### src/rtl/max_pooling.sv
// Streaming 2x2 max-pooling over a (2*SIZE)x(2*SIZE) signed 16-bit raster map.
// Each pooled maximum is paired with the argmax history code used by the unpooler.
module max_pooling #(
   parameter int SIZE = 8
) (
   input  logic               clk,
   input  logic               reset_n,
   input  logic               pool_start,
   input  logic               in_valid,
   input  logic signed [15:0] in_value,
   output logic               out_valid,
   output logic signed [15:0] pooled_value,
   output logic [2:0]         history_value,
   output logic               pool_end
);
   localparam int CW = $clog2(2 * SIZE);
   localparam int BW = (CW > 1) ? CW - 1 : 1;
   localparam logic [CW-1:0] LAST = CW'(2 * SIZE - 1);

   logic [CW-1:0]      row_q, row_d;
   logic [CW-1:0]      col_q, col_d;
   logic               out_valid_q, out_valid_d;
   logic signed [15:0] pooled_q, pooled_d;
   logic [2:0]         hist_q, hist_d;
   logic               pool_end_q, pool_end_d;

   logic signed [15:0] pair_q;
   logic signed [15:0] lb_val_q [SIZE];
   logic               lb_idx_q [SIZE];

   logic               accept_s;
   logic               gt_s;
   logic               last_s;
   logic [BW-1:0]      slot_s;
   logic signed [15:0] h_s;
   logic signed [15:0] top_val_s;
   logic               top_idx_s;

   // Next-state logic: raster counters, window resolution and frame-complete flag.
   always_comb begin
      accept_s    = pool_start && in_valid && !pool_end_q;
      slot_s      = BW'(col_q >> 1);
      gt_s        = in_value > pair_q;
      h_s         = gt_s ? in_value : pair_q;
      top_val_s   = lb_val_q[slot_s];
      top_idx_s   = lb_idx_q[slot_s];
      last_s      = (row_q == LAST) && (col_q == LAST);
      row_d       = row_q;
      col_d       = col_q;
      out_valid_d = 1'b0;
      pooled_d    = pooled_q;
      hist_d      = hist_q;
      pool_end_d  = pool_end_q;
      if (!pool_start) begin
         row_d      = '0;
         col_d      = '0;
         pool_end_d = 1'b0;
      end else if (accept_s) begin
         if (last_s) begin
            row_d = '0;
            col_d = '0;
         end else if (col_q == LAST) begin
            row_d = row_q + CW'(1);
            col_d = '0;
         end else begin
            col_d = col_q + CW'(1);
         end
         // Bottom-right sample closes the window; strict compare keeps the earlier position on ties.
         if (col_q[0] && row_q[0]) begin
            out_valid_d = 1'b1;
            if (h_s > top_val_s) begin
               pooled_d = h_s;
               hist_d   = {1'b0, 1'b1, gt_s};
            end else begin
               pooled_d = top_val_s;
               hist_d   = {2'b00, top_idx_s};
            end
         end else begin
            out_valid_d = 1'b0;
         end
         if (last_s) begin
            pool_end_d = 1'b1;
         end else begin
            pool_end_d = pool_end_q;
         end
      end else begin
         out_valid_d = 1'b0;
      end
   end

   // Control state and registered outputs.
   always_ff @(posedge clk or negedge reset_n) begin
      if (!reset_n) begin
         row_q       <= '0;
         col_q       <= '0;
         out_valid_q <= 1'b0;
         pooled_q    <= 16'sd0;
         hist_q      <= 3'd0;
         pool_end_q  <= 1'b0;
      end else begin
         row_q       <= row_d;
         col_q       <= col_d;
         out_valid_q <= out_valid_d;
         pooled_q    <= pooled_d;
         hist_q      <= hist_d;
         pool_end_q  <= pool_end_d;
      end
   end

   // Datapath storage: even-column sample and the top-row horizontal maxima.
   always_ff @(posedge clk) begin
      if (accept_s && !col_q[0]) begin
         pair_q <= in_value;
      end
      if (accept_s && col_q[0] && !row_q[0]) begin
         lb_val_q[slot_s] <= h_s;
         lb_idx_q[slot_s] <= gt_s;
      end
   end

   assign out_valid     = out_valid_q;
   assign pooled_value  = pooled_q;
   assign history_value = hist_q;
   assign pool_end      = pool_end_q;
endmodule

### config.mk
export PLATFORM = sky130hd
export DESIGN_NAME = max_pooling
export DESIGN_NICKNAME = d
export VERILOG_FILES = /design/src/rtl/max_pooling.sv
export SDC_FILE = /design/constraint.sdc
export NUM_CORES = 1
export LEC_CHECK = 0
export CORE_MARGIN = 2
export CORE_UTILIZATION = 45
export CTS_BUF_LIST = sky130_fd_sc_hd__clkbuf_8
export DETAILED_ROUTE_END_ITERATION = 8
export GPL_ROUTABILITY_DRIVEN = 0
export PLACE_DENSITY = 0.61
export SETUP_SLACK_MARGIN = 0.15
export SLEW_MARGIN = 40
export SYNTH_ARGS = -nofsm -noshare
export SYNTH_HDL_FRONTEND = slang
export SYNTH_SLANG_ARGS = --single-unit
### constraint.sdc
create_clock -name clk -period 5.04 [get_ports clk]
set_input_delay 1.008 -clock clk [delete_from_list [all_inputs] [get_ports clk]]
set_output_delay 1.008 -clock clk [all_outputs]
set_load 0.05 [all_outputs]
==> Word level (Yosys, flattened, before mapping) <==
Memories as Yosys holds them, arrays and structs flattened.
Index checks and enable logic that the tools add are counted.
{ "totals": {"ff_bits": 45, "ramBits": 136, "n_memories": 2} }
{ "mem_list": {"columns": ["memory", "words", "word_bits", "read_ports", "rd_ports_with_merged_regs", "write_ports", "line", "text"], "rows": [
  ["lb_val_q", 8, 16, 1, 0, 1, "28", "logic signed [15:0] lb_val_q [SIZE];"],
  ["lb_idx_q", 8, 1, 1, 0, 1, "29", "logic lb_idx_q [SIZE];"]
]} }
{ "op_classes": {"n_addsub": 2, "n_lt_le_gt_ge": 2, "n_eq_ne": 5, "n_mux": 19, "reduce_logical": 13} }
{ "ops": {"columns": ["operator", "n"], "rows": [
  ["16-bit > comparator", 2],
  ["16-bit 2-to-1 mux", 2],
  ["4-bit 2-to-1 mux", 8],
  ["4-bit by 1-bit adder with 4-bit output, second input constant", 2],
  ["4-bit equality test, second input constant", 2],
  ["1-bit 2-to-1 mux", 8],
  ["1-bit logical AND", 7],
  ["2-bit by 1-bit != test with 1-bit output, second input constant", 2],
  ["2-bit AND reduction", 2],
  ["1-bit zero test", 3],
  ["3-bit by 1-bit != test with 1-bit output, second input constant", 1],
  ["3-bit AND reduction", 1],
  ["2-bit 2-to-1 mux", 1]
]} }

==> Longest topological paths before layout <==
{ "depth": {"ltp_word": 6, "ltp_mapped": 21, "mapped_depth_nobuf": 15} }

==> Worst setup path before layout <==
OpenSTA, ideal clock, no wires.
{ "synth_path": {"path_type": "input-to-reg", "from": "input in_value[7]", "to": "register pooled_q[0], in the netlist pooled_value[0]", "setup_ps": 138, "t_arrival_ps": 4907, "path_slack_ps": -5, "stages": 19, "path_cell_list": "ha_1 -> and3_4 -> a221o_1 -> a211oi_2 -> a31oi_2 -> buf_6 -> clkbuf_1 -> o31ai_1 -> nand2_1 -> ha_1 -> nand4_1 -> nor4_1 -> a21boi_0 -> o31a_1 -> buf_2 -> and2_1 -> buf_2 -> buf_2 -> a31oi_1"} }
{ "synth_via": {"elab_chain_cells": 4} }
{ "synth_lines": {"columns": ["element", "line", "text"], "rows": [
  ["start, declared", "10", "input logic signed [15:0] in_value,"],
  ["16-bit > comparator", "43", "gt_s = in_value > pair_q;"],
  ["16-bit 2-to-1 mux", "44", "h_s = gt_s ? in_value : pair_q;"],
  ["via h_s[15]", "35", "logic signed [15:0] h_s;"],
  ["16-bit > comparator", "71", "if (h_s > top_val_s) begin"],
  ["16-bit 2-to-1 mux", "71", null],
  ["end signal, assigned", "104", "pooled_q <= pooled_d;"],
  ["end, declared", "23", "logic signed [15:0] pooled_q, pooled_d;"]
]} }
The timed path passes the listed nets, and every way through them passes these cells.
A chain may end at the register's enable or synchronous reset.

==> Worst setup path in the final report <==
{ "layout_path": {"from": "input in_value[13]", "to": "register pooled_q[13], in the netlist pooled_value[13]"} }
Same word-level chain as after synthesis.

==> impl_metrics.csv <==
group,metric,value,unit
global_routing,grt_overflow,0,
critical_path,r2r_end,"pooled_value[13]$_DFFE_PN0P_",
layout,diodes,0,
global_routing,grt_pass1_wl,29900,µm
layout,nNetsFinal,740,
yosys,syn-num-nets,634,
critical_path,startpoint_type,"primary input",
placed_design,numPortBuffers,39,
sta,max_slew_margin,0.468,
sta,rsz0062_at_grt,"no",
pwr,p_leak,3.79,nW
yosys,async_reset_ff_frac,0.156,
critical_path,crit_required,5.38,ns
floorplan,design.die.area,0.0195,mm²
yosys,syn-cell-area,0.00826,mm²
detailed_routing,antenna_left,0,
sta,worst_pin_slew,0.793,ns
detailed_routing,vias,5310,
critical_path,cp_cell_sequence,"clkdlybuf4s50_1 -> ha_1 -> nand4_1 -> nor2_1 -> a211oi_2 -> a31oi_4 -> buf_12 -> buf_4 -> or4b_4 -> nand2_4 -> ha_1 -> nand4_1 -> nor4_2 -> a21boi_2 -> o31a_1 -> and2_4 -> clkbuf_16 -> a31oi_1",
floorplan,die_y,139,µm
clocking,cts_tree,"yes",
detailed_routing,wl_per_cell,20.8,µm
yosys,ys_top_cells_by_area,"edfxtp_1 (55%), dfrtp_1 (8.5%), mux4_2 (5.2%)",
critical_path,cpPeakStageDelay,0.56,ns
sta,skew,0.0116,ns
layout,areaGrowthSynthToFinish,23.1,%
detailed_routing,wl,19300,µm
yosys,synth_top_area_share,0.553,
critical_path,critPathMaxFanout,8,
clocking,cts-root-buf,"clkbuf_8",
global_routing,grt_pass1_vias,5470,
run_status,status,"complete, no violations",
placed_design,dp_hpwl,13500,µm
critical_path,setup.worst_path.end_class,"register",
yosys,yosysWarningCount,0,
detailed_routing,dr.first_iter.drc_count,351,
layout,fin_util,0.566,
clocking,clkSlewWorstSetupHoldPaths,0.09,ns
critical_path,cp_data_arrival_time,5.06,ns
run,drv_cap,0,
global_routing,use_met3,0.0427,
critical_path,reg2reg_depth,18,
layout,design_area,0.0102,mm²
global_routing,grt_max_degree,35,
floorplan,start_util,0.460,
layout,layout-drive-gt1-share,0.254,
pwr,power_density,354,mW/mm²
sta,fmax,0.212,GHz
critical_path,timing.rr.start,"pair_q[7]$_DFFE_PP_",
floorplan,ioPinCount,41,
layout,seq_area,0.00527,mm²
sta,drv_slew,0,
pwr,ir_drop,0.201,mV
clocking,cts_sinks,180,
pwr,total_power,0.00360,W
yosys,yosysUniqueCellTypes,59,
placed_design,placed_area,0.00948,mm²
critical_path,criticalPathCategory,"primary input to register",
yosys,yosysMostFrequentCell,"edfxtp_1",
floorplan,rows,49,
global_routing,grt_usage,0.203,
layout,fill_cells,1448,
detailed_routing,firstDrtPassIters,4,
yosys,synth-edff-count,152,
yosys,synth_flop_cell,"edfxtp_1",
global_routing,met1_usage,0.267,
critical_path,regToRegSetupSlack,0.71,ns
clocking,clock_latency,0.47,ns
critical_path,crit_start,"in_value[13]",
yosys,ys_seq_elements,180,
hold_path,hp-class,"register to register",
floorplan,die_w,139,µm
sta,timing.final.crit_share,0.937,
detailed_routing,drcViolationCount,0,
clocking,h-tree-depth,4,
clocking,cts_buffers,17,
global_routing,grt_busiest_layer,"met2",
clocking,cts.path.max_buffers,2,
critical_path,crit_path_end,"pooled_value[13]$_DFFE_PN0P_",
floorplan,core_area,0.0180,mm²
critical_path,cp_slowest_cell,"or4b_4",
clocking,postCtsHoldBufs,0,
yosys,synthTopCellsByCount,"edfxtp_1 (152), nand2_1 (52), ha_1 (34)",
global_routing,grt_use_met2,0.344,
sta,finalHoldViolCount,0,
yosys,ys_seq_area_frac,0.637,
sta,fin_crit,4.72,ns
global_routing,antenna_found_initial,0,
sta,setup_viol,0,
yosys,syn_area_per_cell,14.2,µm²
yosys,synth_area_leader_cell,"edfxtp_1",
layout,multi_input_area,0.00296,mm²
yosys,synth_cells,580,
detailed_routing,vias_per_cell,5.73,
sta,hold_ws,0.494,ns
==> what timing repair did <==
action                                  in CTS  in global routing
pin swaps                                    2                 14
gates resized for setup                      0                 28
endpoints found under the setup margin      15                 18
cloned                                       0                  3
buffers inserted                             1                  2
==> per-layer routing <==
metal,vias to the layer above,wire (µm),share of wire
li1,2494,-,-
met1,2659,8450,0.44
met2,135,9730,0.50
met3,22,871,0.045
met4,0,248,0.013
met5,-,0,0
==> kinds of logic (layout without fill, tap and decap cells) <==
group / count (synthesis) / count (layout) / share of synthesized area
compound gates: 108 / 108 / 0.0907
xor+xnor: 2 / 2 / 0.00212
fa+ha+maj: 34 / 34 / 0.0515
buf+inv: 57 / 175 / 0.0320
flops: 180 / 180 / 0.637
mux: 44 / 44 / 0.0826
other cells: 1 / 1 / 0.000454
simple gates: 154 / 154 / 0.103
==> where the power goes <==
group | switching (W) | internal [W] | leakage (nW)
Clock | 0.000499 | 0.000587 | 0.229
Sequential | 0.0000521 | 0.00171 | 1.73
Combinational | 0.000450 | 0.000303 | 1.82
==> how the worst min path moves through the flow <==
| stage | start | end | slack [ns] | depth (start not counted) |
|---|---|---|---|---|
| after global routing | history_value[1]$_DFFE_PN0P_ | history_value[1]$_DFFE_PN0P_ | 0.54 | 1 |
| after detailed placement | history_value[1]$_DFFE_PN0P_ | history_value[1]$_DFFE_PN0P_ | 0.48 | 1 |
| after CTS | history_value[1]$_DFFE_PN0P_ | history_value[1]$_DFFE_PN0P_ | 0.50 | 1 |
| final | history_value[1]$_DFFE_PN0P_ | history_value[1]$_DFFE_PN0P_ | 0.49 | 1 |
| after global placement | row_q[3]$_DFFE_PN0P_ | row_q[3]$_DFFE_PN0P_ | 0.47 | 2 |
| after floorplan | row_q[3]$_DFFE_PN0P_ | row_q[3]$_DFFE_PN0P_ | 0.45 | 2 |
==> layout make-up <==
type | instances | share of cell area
Sequential cell | 180 | 0.518
Multi-Input combinational cell | 343 | 0.291
Timing Repair Buffer | 123 | 0.111
Tap cell | 229 | 0.0282
Clock buffer | 17 | 0.0230
Clock inverter | 14 | 0.0206
Inverter | 21 | 0.00775
==> cell usage in the layout (no fill, tap or decap), types with 10 or more instances in the layout <==
master / count
edfxtp_1: 152
nor2_1: 16
clkbuf_8: 17
a21oi_1: 17
inv_1: 21
o22ai_1: 16
o31ai_1: 10
nand2_1: 47
clkdlybuf4s50_1: 36
mux2i_1: 22
ha_1: 30
dfrtp_1: 27
or4b_1: 12
mux4_2: 19
buf_4: 77
nand3_1: 14
a31oi_1: 17
==> through the flow <==
stage               instances  setup WS, ns  setup TNS [ns]
global route              927         0.139               0
finish                    927         0.318               0
detailed placement        890        -0.361           -6.21
floorplan                 580         0.161               0
CTS                       922         0.132               0
global placement          890        -0.224           -3.39
==> sequential cells by signal (all words and copies together), names as in the netlist <==
register / flops
pool_end: 1
lb_idx_q: 8
history_value: 2
row_q: 4
pooled_value: 16
out_valid: 1
pair_q: 16
lb_val_q: 128
col_q: 4
==> worst max-delay path, delay by kind of cell <==
kind            cells  cell delay [ns]
fa+ha+maj           2             0.46
buf+inv             4             0.92
compound gates      5             1.02
simple gates        7             1.65
Power figures use the tool's default switching activity.
